[config.mk]
export PLATFORM = sky130hd
export DESIGN_NAME = tdm_demux
export DESIGN_NICKNAME = d
export VERILOG_FILES = /design/src/rtl/tdm_pkg.sv /design/src/rtl/tdm_deser.sv /design/src/rtl/tdm_demux.sv
export SDC_FILE = /design/constraint.sdc
export NUM_CORES = 1
export LEC_CHECK = 0
export ABC_AREA = 1
export BUFFER_PORTS_ARGS = -buffer_cell sky130_fd_sc_hd__buf_2
export CAP_MARGIN = 15
export CORE_ASPECT_RATIO = 1.25
export CORE_MARGIN = 1
export CORE_UTILIZATION = 50
export CTS_BUF_LIST = sky130_fd_sc_hd__clkbuf_8 sky130_fd_sc_hd__clkbuf_16
export DETAILED_ROUTE_END_ITERATION = 10
export HOLD_SLACK_MARGIN = 0.1
export PLACE_DENSITY = 0.77
export SETUP_SLACK_MARGIN = 0.3
export SYNTH_ARGS = -nofsm -noshare
export SYNTH_HDL_FRONTEND = slang
export SYNTH_HIERARCHICAL = 1
export SYNTH_SLANG_ARGS = --single-unit
[constraint.sdc]
create_clock -name CLK -period 2 [get_ports CLK]
set_input_delay 0.4 -clock CLK [delete_from_list [all_inputs] [get_ports CLK]]
set_output_delay 0.4 -clock CLK [all_outputs]
set_load 0.03 [all_outputs]
[src/rtl/tdm_pkg.sv]
// Shared types and default sizing for the TDM demultiplexer.
package tdm_pkg;

    typedef enum logic [1:0] {
        HUNT       = 2'd0,
        RECV       = 2'd1,
        SYNC_CHECK = 2'd2
    } tdm_state_e;

    localparam int DEF_NUM_CH = 4;
    localparam int DEF_WIDTH  = 8;

endpackage

[src/rtl/tdm_deser.sv]
// MSB-first shift-in register; clear restarts the word with the incoming bit.
module tdm_deser #(
    parameter int WIDTH = 8
) (
    input  logic             clk_i,
    input  logic             rst_ni,
    input  logic             en_i,
    input  logic             clr_i,
    input  logic             bit_i,
    output logic [WIDTH-1:0] next_o
);

    logic [WIDTH-1:0] word_q;

    // next_o is the word as it stands once this beat is shifted in
    always_comb begin
        if (clr_i) begin
            next_o = {{(WIDTH-1){1'b0}}, bit_i};
        end else begin
            next_o = {word_q[WIDTH-2:0], bit_i};
        end
    end

    always_ff @(posedge clk_i) begin
        if (!rst_ni) begin
            word_q <= '0;
        end else if (en_i) begin
            word_q <= next_o;
        end
    end

endmodule

[src/rtl/tdm_demux.sv]
// Serial TDM frame demultiplexer: hunts for frame sync, deserialises each slot
// into its own word register and flags framing violations.
module tdm_demux
    import tdm_pkg::*;
#(
    parameter int NUM_CH = DEF_NUM_CH,
    parameter int WIDTH  = DEF_WIDTH
) (
    input  logic                    CLK,
    input  logic                    RST_N,
    input  logic                    IN_DATA,
    input  logic                    IN_VALID,
    input  logic                    FRAME_SYNC,
    output logic [NUM_CH*WIDTH-1:0] CH_DATA,
    output logic [NUM_CH-1:0]       CH_VALID,
    output logic                    LOCKED,
    output logic                    FRAME_ERR,
    output tdm_state_e              DBG_STATE
);

    localparam int BW = (WIDTH > 1) ? $clog2(WIDTH) : 1;
    localparam int SW = $clog2(NUM_CH);
    localparam logic [BW-1:0] LAST_BIT  = BW'(WIDTH - 1);
    localparam logic [SW-1:0] LAST_SLOT = SW'(NUM_CH - 1);

    tdm_state_e state_q, state_d;

    logic [BW-1:0]           bit_cnt_q, bit_cnt_d;
    logic [SW-1:0]           slot_cnt_q, slot_cnt_d;
    logic [NUM_CH*WIDTH-1:0] ch_data_q;
    logic [NUM_CH-1:0]       ch_valid_q, ch_valid_d;
    logic                    frame_err_q, frame_err_d;
    logic                    locked_q;

    logic                    accept;
    logic                    restart;
    logic                    word_done;
    logic [BW-1:0]           pos_bit;
    logic [SW-1:0]           pos_slot;
    logic [WIDTH-1:0]        word_next;

    tdm_deser #(.WIDTH(WIDTH)) u_deser (
        .clk_i  (CLK),
        .rst_ni (RST_N),
        .en_i   (accept),
        .clr_i  (restart),
        .bit_i  (IN_DATA),
        .next_o (word_next)
    );

    always_ff @(posedge CLK) begin
        if (!RST_N) begin
            state_q <= HUNT;
        end else begin
            state_q <= state_d;
        end
    end

    always_comb begin
        state_d = state_q;
        if (IN_VALID) begin
            case (state_q)
                HUNT: begin
                    if (FRAME_SYNC) state_d = RECV;
                end
                RECV: begin
                    if (word_done && pos_slot == LAST_SLOT) state_d = SYNC_CHECK;
                end
                SYNC_CHECK: begin
                    state_d = FRAME_SYNC ? RECV : HUNT;
                end
                default: state_d = HUNT;
            endcase
        end
    end

    // A sync beat always becomes slot 0 bit 0, whatever position the counters held.
    always_comb begin
        restart     = IN_VALID && FRAME_SYNC;
        accept      = IN_VALID && (FRAME_SYNC || state_q == RECV);
        pos_bit     = restart ? '0 : bit_cnt_q;
        pos_slot    = restart ? '0 : slot_cnt_q;
        word_done   = accept && (pos_bit == LAST_BIT);
        ch_valid_d  = word_done ? (NUM_CH'(1) << pos_slot) : '0;
        frame_err_d = IN_VALID &&
                      ((state_q == RECV && FRAME_SYNC &&
                        (bit_cnt_q != '0 || slot_cnt_q != '0)) ||
                       (state_q == SYNC_CHECK && !FRAME_SYNC));
        bit_cnt_d   = bit_cnt_q;
        slot_cnt_d  = slot_cnt_q;
        if (accept) begin
            bit_cnt_d  = word_done ? '0 : pos_bit + BW'(1);
            slot_cnt_d = word_done ? pos_slot + SW'(1) : pos_slot;
        end
    end

    always_ff @(posedge CLK) begin
        if (!RST_N) begin
            bit_cnt_q   <= '0;
            slot_cnt_q  <= '0;
            ch_data_q   <= '0;
            ch_valid_q  <= '0;
            frame_err_q <= 1'b0;
            locked_q    <= 1'b0;
        end else begin
            bit_cnt_q   <= bit_cnt_d;
            slot_cnt_q  <= slot_cnt_d;
            ch_valid_q  <= ch_valid_d;
            frame_err_q <= frame_err_d;
            locked_q    <= (state_d != HUNT);
            for (int k = 0; k < NUM_CH; k++) begin
                if (ch_valid_d[k]) ch_data_q[k*WIDTH +: WIDTH] <= word_next;
            end
        end
    end

    assign CH_DATA   = ch_data_q;
    assign CH_VALID  = ch_valid_q;
    assign LOCKED    = locked_q;
    assign FRAME_ERR = frame_err_q;
    assign DBG_STATE = state_q;

endmodule
---- Word-level counts from Yosys, hierarchy flattened ----
Cells that the tools add are included.
cells by class
  eq/ne operators ......................... 4
  reductions and logical operators ........ 16
  multiplexer cells ....................... 11
  $add $sub $neg .......................... 2
  shifts and indexed selects .............. 1
operators with widths
  operator                                                                number
  2-bit 2-to-1 mux                                                        5
  1-bit logical AND                                                       8
  8-bit 2-to-1 mux                                                        1
  3-bit 2-to-1 mux                                                        2
  2-bit one-hot mux with 3 select lines                                   1
  2-bit equality test (second input constant)                             2
  4-bit 2-to-1 mux                                                        1
  2-bit nonzero test                                                      2
  1-bit by 2-bit left shift with 4-bit output (first input constant)      1
  3-bit by 1-bit adder with 3-bit output (second input constant)          1
  3-bit equality test (second input constant)                             1
  1-bit logical OR                                                        3
  3-bit nonzero test                                                      1
  2-bit by 1-bit adder with 2-bit output (second input constant)          1
  2-bit by 1-bit equality test with 1-bit output (second input constant)  1
  2-bit zero test                                                         1
  1-bit zero test                                                         1
  1-bit 2-to-1 mux                                                        1
storage, ports and cells
  register bits ........................... 52
  input bits .............................. 5

---- Depth between registers and ports, before layout ----
Gate-level depths: netlist of run 1.
  depth after elaboration ................. 9
  gate-level depth with buffers ........... 10
  depth with buffers taken out ............ 10

---- Cells and area by module ----
Netlist of run 1, hierarchy kept.
modules (own cells, without submodules)
  module     sequential area each (sq um)  area each (sq um)  times used  cells each
  tdm_demux  900.9                         1886.8             1           224
  tdm_deser  140.1                         314.1              1           46

---- Worst setup path before layout of run 1 ----
Ideal clock, no wire load.
  kind .................................... input -> register
  start ................................... input IN_VALID
  end ..................................... register ch_data_q[16], in the netlist CH_DATA[16]
  stages on the path ...................... 9
  data arrival time ....................... 1.700 ns
  path buffers ............................ 2
  setup slack ............................. 0.229 ns
  cell sequence ........................... nand2_2 -> inv_1 -> nor2_1 -> ha_1 -> ha_1 -> buf_4 -> buf_2 -> nand4_1 -> a21oi_1
on the way
  cells in the longest elaborated chain, start to end .. 5
  elaborated cells between the ends (all ways) .. 8
  those cells by class .................... 1 x eq/ne; 1 x shift; 3 x mux; 3 x reduce/logical
ends and longest elaborated chain
  item                           line              text
  start, declared                tdm_demux.sv:12   input logic IN_VALID,
  1-bit logical AND *            tdm_demux.sv:79   restart = IN_VALID && FRAME_SYNC;
  net restart                    tdm_demux.sv:36   logic restart;
  3-bit 2-to-1 mux               tdm_demux.sv:81   pos_bit = restart ? '0 : bit_cnt_q;
  3-bit equality test            tdm_demux.sv:83   word_done = accept && (pos_bit == LAST_BIT);
  1-bit logical AND              tdm_demux.sv:83
  4-bit 2-to-1 mux *             tdm_demux.sv:84   ch_valid_d = word_done ? (NUM_CH'(1) << pos_slot) : '0;
  end signal, assigned by index  tdm_demux.sv:112  if (ch_valid_d[k]) ch_data_q[k*WIDTH +: WIDTH] <= word_next;
  end, declared                  tdm_demux.sv:30   logic [NUM_CH*WIDTH-1:0] ch_data_q;
Mark *: on every way through the listed nets, which the timed path passes. The rest lies on a longest branch.
A chain may end at the register's enable or synchronous reset.

---- Worst setup path after layout of run 1 ----
  start ................................... input IN_VALID
  end ..................................... register ch_data_q[0], in the netlist CH_DATA[0]
The elaborated chain is that of the path after synthesis.

==> results_dict.tcl, run 1 <==
set metrics [dict create \
    status "complete, no violations" \
    path_max_fanout 35 \
    wl_met3_um 276 \
    ys_seq_elements 52 \
    grt_setup_unrepaired "no" \
    initial_utilization_pct 52.9 \
    cpPeakStageDelay_ps 240 \
    cts_htree_levels 2 \
    worst_slew_pin_slew_ps 434 \
    die-area_mm2 0.00467 \
    dr.pass1.iters 4 \
    insertedDiodeCount 0 \
    end_kind "flip-flop" \
    finalSetupTns_ps 0 \
    finalHoldViolCount 0 \
    grt_pass1_vias 1717 \
    seqPwrFrac_pct 57.6 \
    slew_viol_final 0 \
    ys_types 24 \
    syn2layout_area_growth_pct 16.5 \
    finClkSkew_ps 10.1 \
    cp_cell_sequence "buf_2 -> nand2_2 -> inv_1 -> nor2_1 -> ha_1 -> ha_2 -> buf_12 -> nand3_4 -> nand2_1 -> a21oi_1" \
    grt_antenna_before_repair 0 \
    min_period_ps 1540 \
    num_rows 26 \
    critical_path.top_delay_family "simple AND/OR/NAND/NOR gates" \
    wl_per_cell_um 12.9 \
    drive_gt1_share_pct 23.6 \
    drt-initial-drc-count 92 \
    final_area_mm2 0.00256 \
    swShare_pct 25.7 \
    finalCritPeriodShare_pct 77.2 \
    die_h_um 76.2 \
    fillers 408 \
    max_slew_margin_pct 70.9 \
    vias 1941 \
    setup_violations 0 \
    grt_pass1_wl_um 7910 \
    met1Wirelength_um 2110 \
    port_buffers 44 \
    cts_buffer_depth 2 \
    hold_path_class "in2reg" \
    insertion_delay_ps 310 \
    switchingPower_w 0.000477 \
    multiInputGateArea_um2 968 \
    max_freq_mhz 648 \
    startpoint_type "primary input" \
    synth_warnings 6 \
    regArea_mm2 0.00104 \
    yosysTopAreaCellShare_pct 47.3 \
    arrival_ps 1730 \
    final_common_cell "dfxtp_1" \
    worstPathRequired_ps 2190 \
    synth_area_leader_cell "dfxtp_1" \
    grt_max_degree 53 \
    ant_nets 0 \
    netlist_area_mm2 0.00220 \
    vdd_drop_max_mv 0.460 \
    drv_cap 0 \
    wl_met2_um 2300 \
    dp_hpwl_um 3240 \
    wl_um 4760 \
    cts_sinks 52 \
    critical_path_buf_inv_count 3 \
    intPower_w 0.00138 \
    critPathSlowestCell "ha_2" \
    final_nets 323 \
    syn-num-nets 281 \
    worstSetupPathType "in2reg" \
    leakagePower_nw 1.08 \
    p_per_area_mw_per_mm2 723 \
    via_per_inst 5.26 \
    postSynthAreaPerCell_um2 8.15 \
    place_area_mm2 0.00244 \
    die_w_um 61.3 \
    grt_overflow 0 \
    clk_pin_slew_ps 90 \
    drcViolationCount 0 \
    cts_root_buffer "clkbuf_8" \
    top_layer "met4" \
    ios 45 \
    final_cell_mix "52 x dfxtp_1, 44 x buf_2, 42 x a21oi_1" \
    clockPowerShare_pct 34.2 \
    ys_seq_area_share_pct 47.3 \
    syn_inst 270 \
    numCtsBuffers 5 \
    cts_hold_buf 0 \
    ys_top_cells_by_area "dfxtp_1 47%, a21oi_1 9.6%, nand4_1 9.4%" \
    gp_congestion 0.850 \
    cts_tree "yes" \
    coreArea_mm2 0.00416 \
    power_frac_comb_pct 8.2 \
    track_usage_pct 22.4 \
]
cells by family after synthesis:
kind of cell               count (synthesis)  synth area share [%]
AOI/OAI and AO/OA                         55                  12.7
adders and majority gates                  6                  3.41
buffers and inverters                     41                  9.95
DFF                                       52                  47.3
and+or+nand+nor                          116                  26.6
Yosys cell counts:
cell type and count:
dfxtp_1 52, ha_1 6, nand2_1 41, nand2_2 2
buf_6 1, buf_2 4, a21oi_1 42, nand2_8 1
inv_1 21, clkbuf_1 7, buf_8 4, nor3_1 1
nand3_1 3, nand3_4 1, o211ai_1 1, a31oi_1 2
buf_4 2, inv_2 2, or2_2 1, nand4_1 33
nand3_2 4, nor2_1 29, o21ai_1 1, o21ai_0 9
final cells by class:
type                       instances  share of cell area [%]
sequential                        52                    40.6
multi-input combinational        177                    37.8
timing repair buffer              53                    11.7
inverter                          23                    3.37
clock buffer                       6                    3.22
tap                               56                    2.73
clock inverter                     2                   0.586
power by group through the flow:
stage	clock network [W]	logic [W]	registers [W]
2_1_floorplan	0	0.000121	0.00110
3_3_place_gp	0	0.000146	0.00109
3_5_place_dp	0	0.000149	0.00109
4_1_cts	0.000641	0.000149	0.00107
5_1_grt	0.000679	0.000171	0.00107
6_report	0.000634	0.000153	0.00107
layer usage:
layer | track usage (%) | vias up
li1 | - | 994
met1 | 31.1 | 886
met2 | 33.6 | 54
met3 | 4.24 | 7
met4 | 9.56 | 0
met5 | 0 | -
through the flow:
step,hold slack [ps],setup WS (ps),total power (W),std cells,utilization [%]
after floorplan,476,317,0.00122,270,-
after global placement,448,155,0.00124,361,58.6
after detailed placement,451,78.9,0.00124,361,58.6
after CTS,291,395,0.00186,369,61.0
after global routing,315,328,0.00192,369,61.6
final,293,456,0.00185,369,61.6
sequential cells by signal, summed over array words and instances (netlist names):
register / count
CH_DATA: 32
CH_VALID: 4
DBG_STATE: 2
FRAME_ERR: 1
LOCKED: 1
bit_cnt_q: 3
slot_cnt_q: 2
u_deser/word_q: 7
worst register-to-register path: stages, from the launching register on:
cell and delay (ps):
dfxtp_1 340, nand2_1 80, inv_1 70, ha_1 150
ha_2 240, buf_12 210, nand3_4 140, nand2_1 110
a21oi_1 80
path summary, 6_finish.rpt:
check / from / endpoint / slack (ps) / cells after the start
hold reg to reg: CH_DATA[6] / CH_DATA[6] / 460 / 2
setup / recovery: IN_VALID / CH_DATA[0] / 460 / 10
hold / removal: FRAME_SYNC / FRAME_ERR / 290 / 2
setup reg to reg: bit_cnt_q[0] / CH_DATA[0] / 470 / 8
timing repair:
| action | in CTS | in global routing |
|---|---|---|
| endpoints found under the setup margin | 0 | 13 |
| buffers inserted | 0 | 0 |
| resized for setup | 0 | 4 |
Power figures use the tool's default switching activity.
==> run 2: changes to the inputs <==
clock period = 1.6 ns   (was 2 ns; I/O delays follow)
==> results_dict.tcl, run 2 (synthesized netlist as in run 1, its figures left out) <==
set metrics [dict create \
    dp_hpwl_um 3550 \
    path_depth 8 \
    fillers 349 \
    worst_slack_ps 168 \
    final_cell_mix "48 x dfxtp_1, 44 x buf_2, 40 x nand2_1" \
    die_w_um 61.3 \
    die_h_um 76.2 \
    worst_r2r_endpoint "CH_DATA[7]" \
    die-area_mm2 0.00467 \
    finalHoldViolCount 0 \
    grt_overflow 0 \
    min-delay-start "RST_N" \
    setup_violations 0 \
    cts_root_buffer "clkbuf_8" \
    leakagePower_nw 1.21 \
    vdd_drop_max_mv 0.561 \
    worstPathRequired_ps 1850 \
    grt_pass1_wl_um 8540 \
    met1Wirelength_um 2260 \
    path_max_fanout 9 \
    reg2reg_from "bit_cnt_q[1]" \
    final_area_mm2 0.00293 \
    ant_nets 0 \
    syn2layout_area_growth_pct 33.0 \
    final_common_cell "dfxtp_1" \
    hold_path_class "in2reg" \
    wl_met3_um 263 \
    final_nets 346 \
    cp_common_cell "ha_4" \
    reg2reg_slack_ps 170 \
    num_rows 26 \
    wl_met2_um 2700 \
    slew_viol_final 0 \
    cts_tree "yes" \
    wl_um 5400 \
    drive_gt1_share_pct 35.7 \
    grt_antenna_before_repair 0 \
    startpoint_type "flip-flop" \
    largest_reg_flops 32 \
    wl_per_cell_um 13.8 \
    cp_cell_sequence "inv_2 -> nor2_4 -> ha_4 -> ha_4 -> buf_6 -> buf_16 -> nand4_1 -> a21oi_1" \
    max_slew_margin_pct 71.4 \
    critical_path_buf_inv_count 3 \
    cpPeakStageDelay_ps 340 \
    arrival_ps 1680 \
    insertedDiodeCount 0 \
    top_layer "met4" \
    numCtsBuffers 5 \
    dr.pass1.iters 4 \
    gp_congestion 0.829 \
    cts_buffer_depth 2 \
    drt-initial-drc-count 109 \
    coreArea_mm2 0.00416 \
    via_per_inst 5.30 \
    ios 45 \
    max_freq_mhz 698 \
    hold_ws_ps 300 \
    insertion_delay_ps 320 \
    place_area_mm2 0.00264 \
    drv_cap 0 \
    finalCritPeriodShare_pct 89.5 \
    cp-endpoint "CH_DATA[7]" \
    power.total_w 0.00240 \
    pre_cts_ws_ps -118 \
    vias 2078 \
    grt_setup_unrepaired "yes" \
    cts_htree_levels 2 \
    initial_utilization_pct 52.9 \
    r2r_cells 8 \
    finClkSkew_ps 5.53 \
    grt_pass1_vias 1926 \
    worst_slew_pin_slew_ps 428 \
    clk_pin_slew_ps 100 \
    port_buffers 44 \
    drcViolationCount 0 \
    grt_max_degree 22 \
    end_kind "flip-flop" \
    finalSetupTns_ps 0 \
    worstSetupPathType "reg2reg" \
    cp-startpoint "bit_cnt_q[1]" \
    critPathSlowestCell "dfxtp_2" \
    track_usage_pct 23.9 \
    p_per_area_mw_per_mm2 819 \
    critical_path.top_delay_family "adder cells" \
    status "complete, no violations" \
    cts_sinks 52 \
    min_period_ps 1430 \
]
==> run 2: repair_timing <==
action,CTS,global route
hold buffers,0,0
buffers inserted,5,3
gates cloned,1,1
pin swaps,19,11
setup endpoints to repair,44,51
resized for setup,15,12
==> run 2: cell type report <==
cell class,count,area (um^2),area share [%]
clock inverters,3,27.5,0.941
repair buffers,75,531,18.1
inverters,23,91.3,3.12
well taps,56,70.1,2.39
flip-flops and latches,52,1050,35.7
clock buffers,5,68.8,2.35
multi-input cells,178,1090,37.3
==> run 2: how the worst min path moves through the flow <==
| stage | to | slack (ps) | cells after the start |
|---|---|---|---|
| detailed placement | CH_DATA[13] | 450 | 2 |
| global placement | CH_DATA[23] | 450 | 2 |
| CTS | DBG_STATE[0] | 290 | 3 |
| finish | DBG_STATE[0] | 300 | 3 |
| global route | DBG_STATE[0] | 310 | 3 |
| floorplan | FRAME_ERR | 410 | 1 |
==> run 2: per-layer routing <==
layer	global-route usage, %	up-vias
met5	0	-
met4	9.78	0
met3	5.94	17
met2	39.5	56
met1	28.7	956
li1	-	1049
==> run 2: report_power, final <==
group / switching [W] / internal [W]
clock network: 0.000472 / 0.000322
logic: 0.000168 / 0.0000996
registers: 0.0000164 / 0.00132
total: 0.000656 / 0.00174
==> run 2: worst register-to-register path: cells and delay by family (launching register included) <==
kind,cells,cell delay [ps]
AO/OA/AOI/OAI,1,180
adder cells (fa/ha/maj),2,350
buffers and inverters,3,300
flip-flops,1,340
AND/OR/NAND/NOR,2,200
==> run 2: stage by stage <==
stage          utilization, %  std cells
2_1_floorplan               -        270
3_3_place_gp             63.4        374
3_5_place_dp             63.4        374
4_1_cts                  68.1        388
5_1_grt                  70.3        392
6_report                 70.3        392
